**config.mk**
```make
export PLATFORM = sky130hd
export DESIGN_NAME = frame_axis_sender
export DESIGN_NICKNAME = d
export VERILOG_FILES = /design/src/rtl/frame_pkg.sv /design/src/rtl/axis_skid_buffer.sv /design/src/rtl/frame_axis_sender.sv
export SDC_FILE = /design/constraint.sdc
export NUM_CORES = 1
export LEC_CHECK = 0
export ABC_CLOCK_PERIOD_IN_PS = 5600
export BUFFER_PORTS_ARGS = -buffer_cell sky130_fd_sc_hd__buf_2
export CORE_ASPECT_RATIO = 1.1
export CORE_UTILIZATION = 40
export CTS_CLUSTER_SIZE = 12
export DETAILED_ROUTE_END_ITERATION = 8
export GPL_TIMING_DRIVEN = 1
export PLACE_DENSITY = 0.72
export SYNTH_ARGS = -nofsm -noshare
export SYNTH_HDL_FRONTEND = slang
export SYNTH_HIERARCHICAL = 1
export SYNTH_SLANG_ARGS = --single-unit
```
**constraint.sdc**
```tcl
create_clock -name CLK -period 5.6 [get_ports CLK]
set_input_delay 1.12 -clock CLK [delete_from_list [all_inputs] [get_ports CLK]]
set_output_delay 1.12 -clock CLK [all_outputs]
set_load 0.1 [all_outputs]
```
**src/rtl/frame_pkg.sv**
```systemverilog
// frame_pkg: framing markers, FSM encoding and helpers
// shared by the frame stream to AXIS path.
package frame_pkg;

  localparam logic [7:0] HEADER_ID = 8'hAA;
  localparam logic [7:0] FOOTER_ID = 8'h55;

  localparam logic [63:0] FORCED_CLOSE =
    {FOOTER_ID, 8'hFF, 48'h0};

  typedef enum logic [1:0] {
    HUNT,
    BODY,
    FLUSH
  } state_t;

  function automatic logic is_header(
    input logic [7:0] tag,
    input logic [7:0] id = HEADER_ID
  );
    return tag == id;
  endfunction

  function automatic logic is_footer(
    input logic [7:0] tag,
    input logic [7:0] id = FOOTER_ID
  );
    return tag == id;
  endfunction

endpackage

```
**src/rtl/axis_skid_buffer.sv**
```systemverilog
// axis_skid_buffer: 2-entry ready/valid buffer whose
// inReady/outValid come straight from the occupancy register.
module axis_skid_buffer #(
  parameter int WIDTH = 65
) (
  input  logic             clk,
  input  logic             rst_n,
  input  logic             inValid,
  output logic             inReady,
  input  logic [WIDTH-1:0] inData,
  output logic             outValid,
  input  logic             outReady,
  output logic [WIDTH-1:0] outData
);

  logic [WIDTH-1:0] head;
  logic [WIDTH-1:0] tail;
  logic [1:0]       count;
  logic             push;
  logic             pop;

  assign inReady  = count != 2'd2;
  assign outValid = count != 2'd0;
  assign outData  = head;
  assign push     = inValid && inReady;
  assign pop      = outValid && outReady;

  always_ff @(posedge clk or negedge rst_n) begin
    if (!rst_n) begin
      count <= 2'd0;
      head  <= '0;
      tail  <= '0;
    end else begin
      count <= count + 2'(push) - 2'(pop);
      // push with pop only happens at count==1
      if (push && pop) begin
        head <= inData;
      end else if (pop) begin
        head <= tail;
      end else if (push) begin
        if (count == 2'd0) head <= inData;
        else               tail <= inData;
      end
    end
  end

endmodule

```
**src/rtl/frame_axis_sender.sv**
```systemverilog
// frame_axis_sender: re-emits header/data/footer words as
// AXI4-Stream, closing or dropping malformed frames.
module frame_axis_sender #(
  parameter int         DATA_WIDTH       = 64,
  parameter int         MAX_FRAME_LENGTH = 200,
  parameter logic [7:0] HEADER_ID        = frame_pkg::HEADER_ID,
  parameter logic [7:0] FOOTER_ID        = frame_pkg::FOOTER_ID,
  parameter int         CNT_WIDTH        = 16
) (
  input  logic                  CLK,
  input  logic                  RESETN,
  input  logic                  iVALID,
  output logic                  oREADY,
  input  logic [DATA_WIDTH-1:0] DIN,
  output logic                  M_AXIS_TVALID,
  input  logic                  M_AXIS_TREADY,
  output logic [DATA_WIDTH-1:0] M_AXIS_TDATA,
  output logic                  M_AXIS_TLAST,
  output logic [CNT_WIDTH-1:0]  FRAME_CNT,
  output logic [CNT_WIDTH-1:0]  DROP_CNT,
  output logic                  ERR_FLAG
);
  import frame_pkg::*;

  localparam int LEN_W = $clog2(MAX_FRAME_LENGTH + 1);
  localparam int SW    = DATA_WIDTH + 1;
  localparam logic [DATA_WIDTH-1:0] CLOSE_WORD =
    {FOOTER_ID, FORCED_CLOSE[55:48],
     {(DATA_WIDTH-16){1'b0}}};

  state_t                 state;
  state_t                 nextState;
  logic [LEN_W-1:0]       len;
  logic                   rdyEn;
  logic                   pendValid;
  logic [DATA_WIDTH-1:0]  pendData;
  logic                   skidReady;
  logic [SW-1:0]          skidOut;
  logic [7:0]             tag;
  logic                   acc;
  logic                   isHdr;
  logic                   isFtr;
  logic                   lenOk;
  logic                   pushWord;
  logic [SW-1:0]          pushData;
  logic                   lenClr;
  logic                   lenInc;
  logic                   frameInc;
  logic                   dropInc;
  logic                   pendSet;

  assign tag    = DIN[DATA_WIDTH-1 -: 8];
  assign isHdr  = is_header(tag, HEADER_ID);
  assign isFtr  = is_footer(tag, FOOTER_ID);
  assign lenOk  = len < LEN_W'(MAX_FRAME_LENGTH);
  // a queued header after a forced close blocks new input
  assign oREADY = rdyEn && skidReady && !pendValid;
  assign acc    = iVALID && oREADY;

  always_ff @(posedge CLK or negedge RESETN) begin
    if (!RESETN) state <= HUNT;
    else         state <= nextState;
  end

  always_comb begin
    nextState = state;
    if (acc) begin
      unique case (state)
        HUNT: if (isHdr) nextState = BODY;
        BODY: begin
          if (isFtr)               nextState = HUNT;
          else if (!isHdr && !lenOk) nextState = FLUSH;
        end
        FLUSH: begin
          if (isHdr)      nextState = BODY;
          else if (isFtr) nextState = HUNT;
        end
        default: nextState = HUNT;
      endcase
    end
  end

  always_comb begin
    pushWord = 1'b0;
    pushData = {1'b0, DIN};
    lenClr   = 1'b0;
    lenInc   = 1'b0;
    frameInc = 1'b0;
    dropInc  = 1'b0;
    pendSet  = 1'b0;
    if (pendValid) begin
      pushWord = 1'b1;
      pushData = {1'b0, pendData};
    end else if (acc) begin
      unique case (state)
        HUNT: begin
          pushWord = isHdr;
          lenClr   = isHdr;
        end
        BODY: begin
          pushWord = 1'b1;
          if (isHdr) begin
            pushData = {1'b1, CLOSE_WORD};
            dropInc  = 1'b1;
            pendSet  = 1'b1;
            lenClr   = 1'b1;
          end else if (isFtr) begin
            pushData = {1'b1, DIN};
            frameInc = 1'b1;
          end else if (lenOk) begin
            lenInc   = 1'b1;
          end else begin
            pushData = {1'b1, CLOSE_WORD};
            dropInc  = 1'b1;
          end
        end
        FLUSH: begin
          pushWord = isHdr;
          lenClr   = isHdr;
        end
        default: ;
      endcase
    end
  end

  always_ff @(posedge CLK or negedge RESETN) begin
    if (!RESETN) begin
      rdyEn     <= 1'b0;
      pendValid <= 1'b0;
      pendData  <= '0;
      len       <= '0;
      FRAME_CNT <= '0;
      DROP_CNT  <= '0;
      ERR_FLAG  <= 1'b0;
    end else begin
      rdyEn <= 1'b1;
      if (pendSet)                     pendValid <= 1'b1;
      else if (pendValid && skidReady) pendValid <= 1'b0;
      if (pendSet) pendData <= DIN;
      if (lenClr)      len <= '0;
      else if (lenInc) len <= len + 1'b1;
      FRAME_CNT <= FRAME_CNT + CNT_WIDTH'(frameInc);
      DROP_CNT  <= DROP_CNT + CNT_WIDTH'(dropInc);
      ERR_FLAG  <= ERR_FLAG | dropInc;
    end
  end

  axis_skid_buffer #(
    .WIDTH(SW)
  ) u_skid (
    .clk     (CLK),
    .rst_n   (RESETN),
    .inValid (pushWord),
    .inReady (skidReady),
    .inData  (pushData),
    .outValid(M_AXIS_TVALID),
    .outReady(M_AXIS_TREADY),
    .outData (skidOut)
  );

  assign M_AXIS_TDATA = skidOut[DATA_WIDTH-1:0];
  assign M_AXIS_TLAST = skidOut[DATA_WIDTH];

endmodule

```
==> results.toml, run 1 <==
[cts]
cts_buffers = 27
clk_pin_slew_ns = 0.06
cts-resized-gates = 0
clock-sinks = 241
clock_path_buffers = 3
post_cts_buffers = 0
cts_tree = "yes"
worstSkewPairLatency_ns = 0.53
htreeDepth = 1
root_buffer = "clkbuf_16"
ctsHoldBuffers = 0

[layout]
nets = 1132
layout-area-overhead-vs-synth_pct = 18.0
n_fill_cell = 2372
drive_above_1_share = 0.328
multi_input_area_sq_um = 4440
ff_latch_area_sq_um = 6030

[timing]
fin_crit_sh = 0.773
setup_viol = 0
slew_violations = 0
period_minus_slack_ns = 4.33
tns_ns = 0
fin_skew_ns = 0.0233
relSlewSlack = 0.233
worst_slew_pin_slew_ns = 1.15
rsz0062_at_grt = "false"
fmax_mhz = 231
hold_viol = 0
finalWorstSetupSlack_ns = 1.27

[power_and_ir_drop]
ir_worst_vdd_uv = 303
cellPowerDensity_nw_per_um2 = 386
leakagePower_nw = 6.51

[logic_synthesis]
seq_area_frac_synth = 0.560
syn_area_sq_um = 10800
synth_flop_cell = "dfrtp_1"
async_reset_ff_frac = 1.00
yosys_warnings = 6
syn_avg_cell_area_sq_um = 11.8
ys_ff_latch = 241
synth_cell_types = 44
synth_nets = 989
synthCells = 912
synth_edf_count = 0

[critical_path]
critPathLaunchType = "input pin"
critPathMaxStageDelay_ns = 0.93
cp.required_ns = 6.00
arrival_ns = 4.73
crit_path_end_kind = "flip-flop"
crit_path_cell_trace = "buf_2 -> nor4bb_1 -> nand2_1 -> o21a_1 -> o21ai_0 -> nand2_1 -> inv_1 -> ha_1 -> nor3b_4 -> buf_4 -> mux2_2"
cp_slowest_cell = "nor3b_4"
cp.buffers_inverters = 3
crit_fanout = 43
critPathKind = "in -> reg"
timing.critical_path.mode_cell = "nand2_1"
path_delay_family = "simple AND/OR/NAND/NOR gates"

[global_route]
antenna_found_initial = 1
grt_pass1_wl_um = 40100
grt-ovfl-total = 0
grt_max_degree = 116
grt_usage = 0.183
grt_pass1_vias = 7572

[route]
ant_nets = 0
wl_per_cell_um = 17.4
wl_um = 24900
drcViolationCount = 0
avgViaCountPerCell = 5.33
vias = 7596
drt_iter0_drc = 423
first_pass_iters = 6

[placement]
pre_cts_ws_ns = 0.705
dp_hpwl_um = 15700
io_buffers = 167
place_congestion = 0.796

[status]
status = "complete, no violations"

[worst_hold_path]
hp-class = "reg -> reg"

[floorplanning]
coreArea_sq_um = 26300
die_x_um = 158
start_util = 0.410
rows = 62
die_h_um = 174
io_pins = 168
dieArea_sq_um = 27600

[flow_run]
maxCapViolations = 0
## cells in the final DEF, fill, tap and decap left out, types with 6 or more instances in the layout
| cell type | instances |
|---|---|
| nand2b_1 | 7 |
| clkbuf_16 | 27 |
| inv_1 | 6 |
| mux2_2 | 121 |
| a221o_1 | 65 |
| nand2_1 | 144 |
| nor2_1 | 13 |
| xnor2_1 | 24 |
| and3_1 | 6 |
| o21ai_0 | 67 |
| nor3b_1 | 65 |
| xor2_1 | 8 |
| mux2i_1 | 6 |
| clkbuf_8 | 8 |
| buf_4 | 11 |
| dfrtp_1 | 240 |
| nand3_1 | 17 |
| buf_2 | 166 |
| ha_1 | 8 |
## worst register-to-register path: cells and delay by family, from the launching register on
family / cells / cell delay [ns]
fa+ha+maj: 1 / 0.16
compound gates: 1 / 0.49
simple gates: 3 / 1.41
buf+inv: 2 / 0.78
flops: 1 / 0.59
mux: 1 / 0.43
## logic make-up (layout without fill, tap and decap cells)
| family | Yosys count | count (layout) | synth area share |
|---|---|---|---|
| buffers and inverters | 71 | 232 | 0.0330 |
| DFF | 241 | 241 | 0.560 |
| xor gates and xnor gates | 32 | 32 | 0.0260 |
| other | 1 | 2 | 0.000348 |
| muxes | 127 | 127 | 0.132 |
| and+or+nand+nor | 284 | 284 | 0.137 |
| adders and majority gates | 9 | 9 | 0.0105 |
| AOI/OAI and AO/OA | 147 | 147 | 0.101 |
## state kept, by name (all words and copies together) (netlist names)
register and cells:
pendData 64, u_skid/count 2, ERR_FLAG 1, DROP_CNT 16, u_skid/tail 65, len 8, pendValid 1, state 2
u_skid/outData 65, rdyEn 1, FRAME_CNT 16
## worst paths after layout
check                                from            endpoint  slack [ns]  depth (start not counted)
worst max-delay path              DIN[60]     u_skid/tail[41]        1.27                         11
worst min-delay path             ERR_FLAG            ERR_FLAG        0.47                          1
worst max register to register  pendValid     u_skid/tail[41]        1.61                          8
worst min register to register   ERR_FLAG            ERR_FLAG        0.47                          1
max in group asynchronous          RESETN  u_skid/outData[31]        3.76                          2
min in group asynchronous          RESETN     u_skid/tail[19]        0.66                          1
## routing by layer
layer	vias up	wire length [um]	track usage	part of all wire
li1	3573	-	-	-
met1	3796	11100	0.243	0.45
met2	197	11900	0.300	0.48
met3	30	1320	0.0359	0.053
met4	0	489	0.0533	0.020
met5	-	0	0	0
## layout make-up
class                           count  area share
Clock inverter                      8     0.00394
Timing Repair Buffer              178      0.0730
Multi-Input combinational cell    600       0.349
Tap cell                          352      0.0346
Antenna cell                        1    0.000197
Inverter                            7     0.00207
Clock buffer                       39      0.0630
Sequential cell                   241       0.474
## cells in the mapped netlist (all sizes together) (2+ instances only)
library cell,n,area [sq um]
mux2,121,1360
nand2b,7,43.8
xnor2,24,210
or4bb,2,22.5
mux2i,6,60.1
a221o,65,651
buf,31,205
nand2,145,544
o21a,2,16.3
and3,6,37.5
clkbuf,33,124
nand3,17,85.1
nor4,2,12.5
ha,9,113
xor2,8,70.1
a21oi,5,25.0
and2,5,31.3
o31ai,3,22.5
dfrtp,241,6030
nor4bb,2,20.0
o21ai,67,335
and4,4,35.0
nor3,3,15.0
nor2,14,55.1
inv,7,26.3
nor3b,66,500
or3,4,25.0
nand4,4,25.0
## metrics by stage
step | util | total power, mW | hold slack [ns] | std cells | cell area (sq um)
floorplan | - | 2.98 | 0.435 | 912 | 10800
global placement | 0.451 | 3.24 | 0.444 | 1378 | 11900
detailed placement | 0.451 | 3.26 | 0.452 | 1378 | 11900
CTS | 0.484 | 4.97 | 0.469 | 1425 | 12700
global route | 0.484 | 5.11 | 0.474 | 1426 | 12700
finish | 0.484 | 4.90 | 0.467 | 1426 | 12700
## power by group
part           switching, mW  internal, mW  leakage (nW)
Sequential            0.0992          1.90          3.34
Clock                  0.698         0.987         0.424
Combinational          0.959         0.259          2.74
Total                   1.76          3.15          6.51
Power figures use the tool's default switching activity.
==> inputs of run 2 (changes only) <==
--- a/config.mk
+++ b/config.mk
@@ -5,14 +5,15 @@
 export SDC_FILE = /design/constraint.sdc
 export NUM_CORES = 1
 export LEC_CHECK = 0
-export ABC_CLOCK_PERIOD_IN_PS = 5600
+export ABC_AREA = 1
+export ABC_CLOCK_PERIOD_IN_PS = 4460
 export BUFFER_PORTS_ARGS = -buffer_cell sky130_fd_sc_hd__buf_2
 export CORE_ASPECT_RATIO = 1.1
 export CORE_UTILIZATION = 40
 export CTS_CLUSTER_SIZE = 12
 export DETAILED_ROUTE_END_ITERATION = 8
 export GPL_TIMING_DRIVEN = 1
-export PLACE_DENSITY = 0.72
+export PLACE_DENSITY = 0.71
 export SYNTH_ARGS = -nofsm -noshare
 export SYNTH_HDL_FRONTEND = slang
 export SYNTH_HIERARCHICAL = 1
==> constraint.sdc (replaced) <==
create_clock -name CLK -period 4.46 [get_ports CLK]
set_input_delay 0.892 -clock CLK [delete_from_list [all_inputs] [get_ports CLK]]
set_output_delay 0.892 -clock CLK [all_outputs]
set_load 0.1 [all_outputs]
==> results.toml, run 2 <==
[timing]
rsz0062_at_grt = "false"
fin_crit_sh = 0.684
relSlewSlack = 0.356
slew_violations = 0
setup_viol = 0
fin_skew_ns = 0.0168
worst_slew_pin_slew_ns = 0.966
period_minus_slack_ns = 3.05
tns_ns = 0
fmax_mhz = 328
finalWorstSetupSlack_ns = 1.41
hold_viol = 0

[logic_synthesis]
synthCells = 1539
synth_edf_count = 0
yosys_warnings = 6
synth_flop_cell = "dfrtp_1"
syn_avg_cell_area_sq_um = 7.88
synth_top_cell_by_area = "dfrtp_1"
netlist.area_leader.share = 0.497
synth_common_cells = "543 x nand2_1, 241 x dfrtp_1, 183 x nand3_1"
yosysMostFrequentCell = "nand2_1"
syn_area_sq_um = 12100
seq_area_frac_synth = 0.497
synth_cell_types = 35
synth_nets = 1616
async_reset_ff_frac = 1.00
ys_ff_latch = 241
netlist_top_cells_area = "dfrtp_1 50%, nand2_1 17%, nand3_1 7.6%, inv_1 4.8%, nand4_1 3.8%"

[route]
wl_met2_um = 15700
drcViolationCount = 0
wl_met1_um = 13900
highest_layer = "met5"
wl_um = 32200
ant_nets = 0
vias = 10400
drt_iter0_drc = 903
first_pass_iters = 5
avgViaCountPerCell = 5.08
met3_length_um = 1640
wl_per_cell_um = 15.7

[cts]
cts_tree = "yes"
htreeDepth = 1
clock_path_buffers = 3
worstSkewPairLatency_ns = 0.53
cts_buffers = 27
root_buffer = "clkbuf_16"
cts-resized-gates = 0
clock-sinks = 241
ctsHoldBuffers = 0
post_cts_buffers = 0
clk_pin_slew_ns = 0.06

[global_route]
grt_pass1_vias = 10200
grt_max_degree = 121
grt_pass1_wl_um = 53100
grt-ovfl-total = 0
grt_usage = 0.211
antenna_found_initial = 5

[floorplanning]
die_x_um = 168
coreArea_sq_um = 29700
die_h_um = 185
rows = 66
start_util = 0.408
dieArea_sq_um = 31000
io_pins = 168

[critical_path]
critPathMaxStageDelay_ns = 0.49
crit_fanout = 84
cp.required_ns = 4.87
critPathLaunchType = "flip-flop"
arrival_ns = 3.46
cp.buffers_inverters = 4
cp_slowest_cell = "nand3_4"
path_delay_family = "simple AND/OR/NAND/NOR gates"
critPathKind = "reg -> reg"
crit_path_end_kind = "flip-flop"
timing.critical_path.mode_cell = "nand2_1"
crit_path_cell_trace = "inv_1 -> nand2_1 -> nand4_4 -> a21oi_1 -> o21ai_0 -> nand2_1 -> nand2_1 -> inv_1 -> ha_1 -> inv_2 -> nand3_4 -> buf_12 -> o21ai_0"

[power_and_ir_drop]
cellPowerDensity_nw_per_um2 = 650
leakagePower_nw = 8.02
ir_worst_vdd_uv = 300

[flow_run]
maxCapViolations = 0

[layout]
mostFrequentLayoutCells = "540 x nand2_1, 240 x dfrtp_1, 183 x nand3_1"
ff_latch_area_sq_um = 6030
layout-area-overhead-vs-synth_pct = 15.6
multi_input_area_sq_um = 4930
final_common_cell = "nand2_1"
final_cells = 2052
nets = 1733
drive_above_1_share = 0.168
postLayoutCoreUtil = 0.471
n_fill_cell = 2898

[placement]
dp_hpwl_um = 19900
io_buffers = 167
pre_cts_ws_ns = 0.978
dp.cells = 2001
place_congestion = 0.822

[status]
status = "complete, no violations"

[worst_hold_path]
hp-class = "in -> async"
==> run 2: changes by cell type after synthesis, sizes merged, moves of 65 or more <==
cell | previous run | this run
nand2 | 145 | 546
nand3 | 17 | 215
inv | 7 | 159
mux2 | 121 | 0
nand4 | 4 | 75
nor3b | 66 | 0
a221o | 65 | 0
==> run 2: cell families (layout without fill, tap and decap cells) <==
kind of cell | Yosys count | in the layout | synth area share
other | 1 | 5 | 0.000309
AOI/OAI and AO/OA | 83 | 83 | 0.0346
DFF | 241 | 241 | 0.497
adders and majority gates | 9 | 9 | 0.00929
xor gates and xnor gates | 31 | 31 | 0.0224
and+or+nand+nor | 906 | 906 | 0.338
buffers and inverters | 268 | 403 | 0.0979
==> run 2: metal layers <==
metal	up-vias	track usage
met5	-	0
met4	2	0.0807
met3	55	0.0333
met2	273	0.361
met1	4991	0.269
li1	5105	-
==> run 2: power breakdown <==
group          switching (mW)  total, mW  internal (mW)
sequential              0.316       3.01           2.69
combinational            3.15       3.85          0.696
clock                   0.868       2.25           1.39
==> run 2: through the flow <==
stage	hold WS, ns	total power, mW	instance area (sq um)
2_1_floorplan	0.440	6.16	12100
3_3_place_gp	0.449	6.84	13100
6_report	0.458	9.11	14000
3_5_place_dp	0.454	6.89	13100
5_1_grt	0.479	9.59	14000
4_1_cts	0.462	9.18	14000
==> run 2: worst paths after layout <==
kind | startpoint | endpoint | slack, ns | cells after the start
hold / removal | RESETN | FRAME_CNT[10] | 0.46 | 1
setup / recovery | u_skid/count[0] | u_skid/tail[49] | 1.41 | 13
hold reg to reg | FRAME_CNT[15] | FRAME_CNT[15] | 0.46 | 1
setup reg to reg | u_skid/count[0] | u_skid/tail[49] | 1.41 | 13
min in group CLK | FRAME_CNT[15] | FRAME_CNT[15] | 0.46 | 1
max in group asynchronous | RESETN | u_skid/outData[18] | 3.02 | 2
==> run 2: worst register-to-register path, stage by stage (launching register included) <==
cell and delay, ns:
dfrtp_1 0.40, inv_1 0.09, nand2_1 0.13, nand4_4 0.16, a21oi_1 0.07, o21ai_0 0.08
nand2_1 0.10, nand2_1 0.10, inv_1 0.06, ha_1 0.18, inv_2 0.39, nand3_4 0.49
buf_12 0.39, o21ai_0 0.31
==> run 2: cell type report <==
class                   count  share of cell area
flip-flops and latches    241               0.430
multi-input cells        1030               0.352
repair buffers            183              0.0725
clock buffers              42              0.0594
inverters                 173              0.0465
well taps                 374              0.0334
clock inverters             5             0.00562
diodes                      4            0.000714
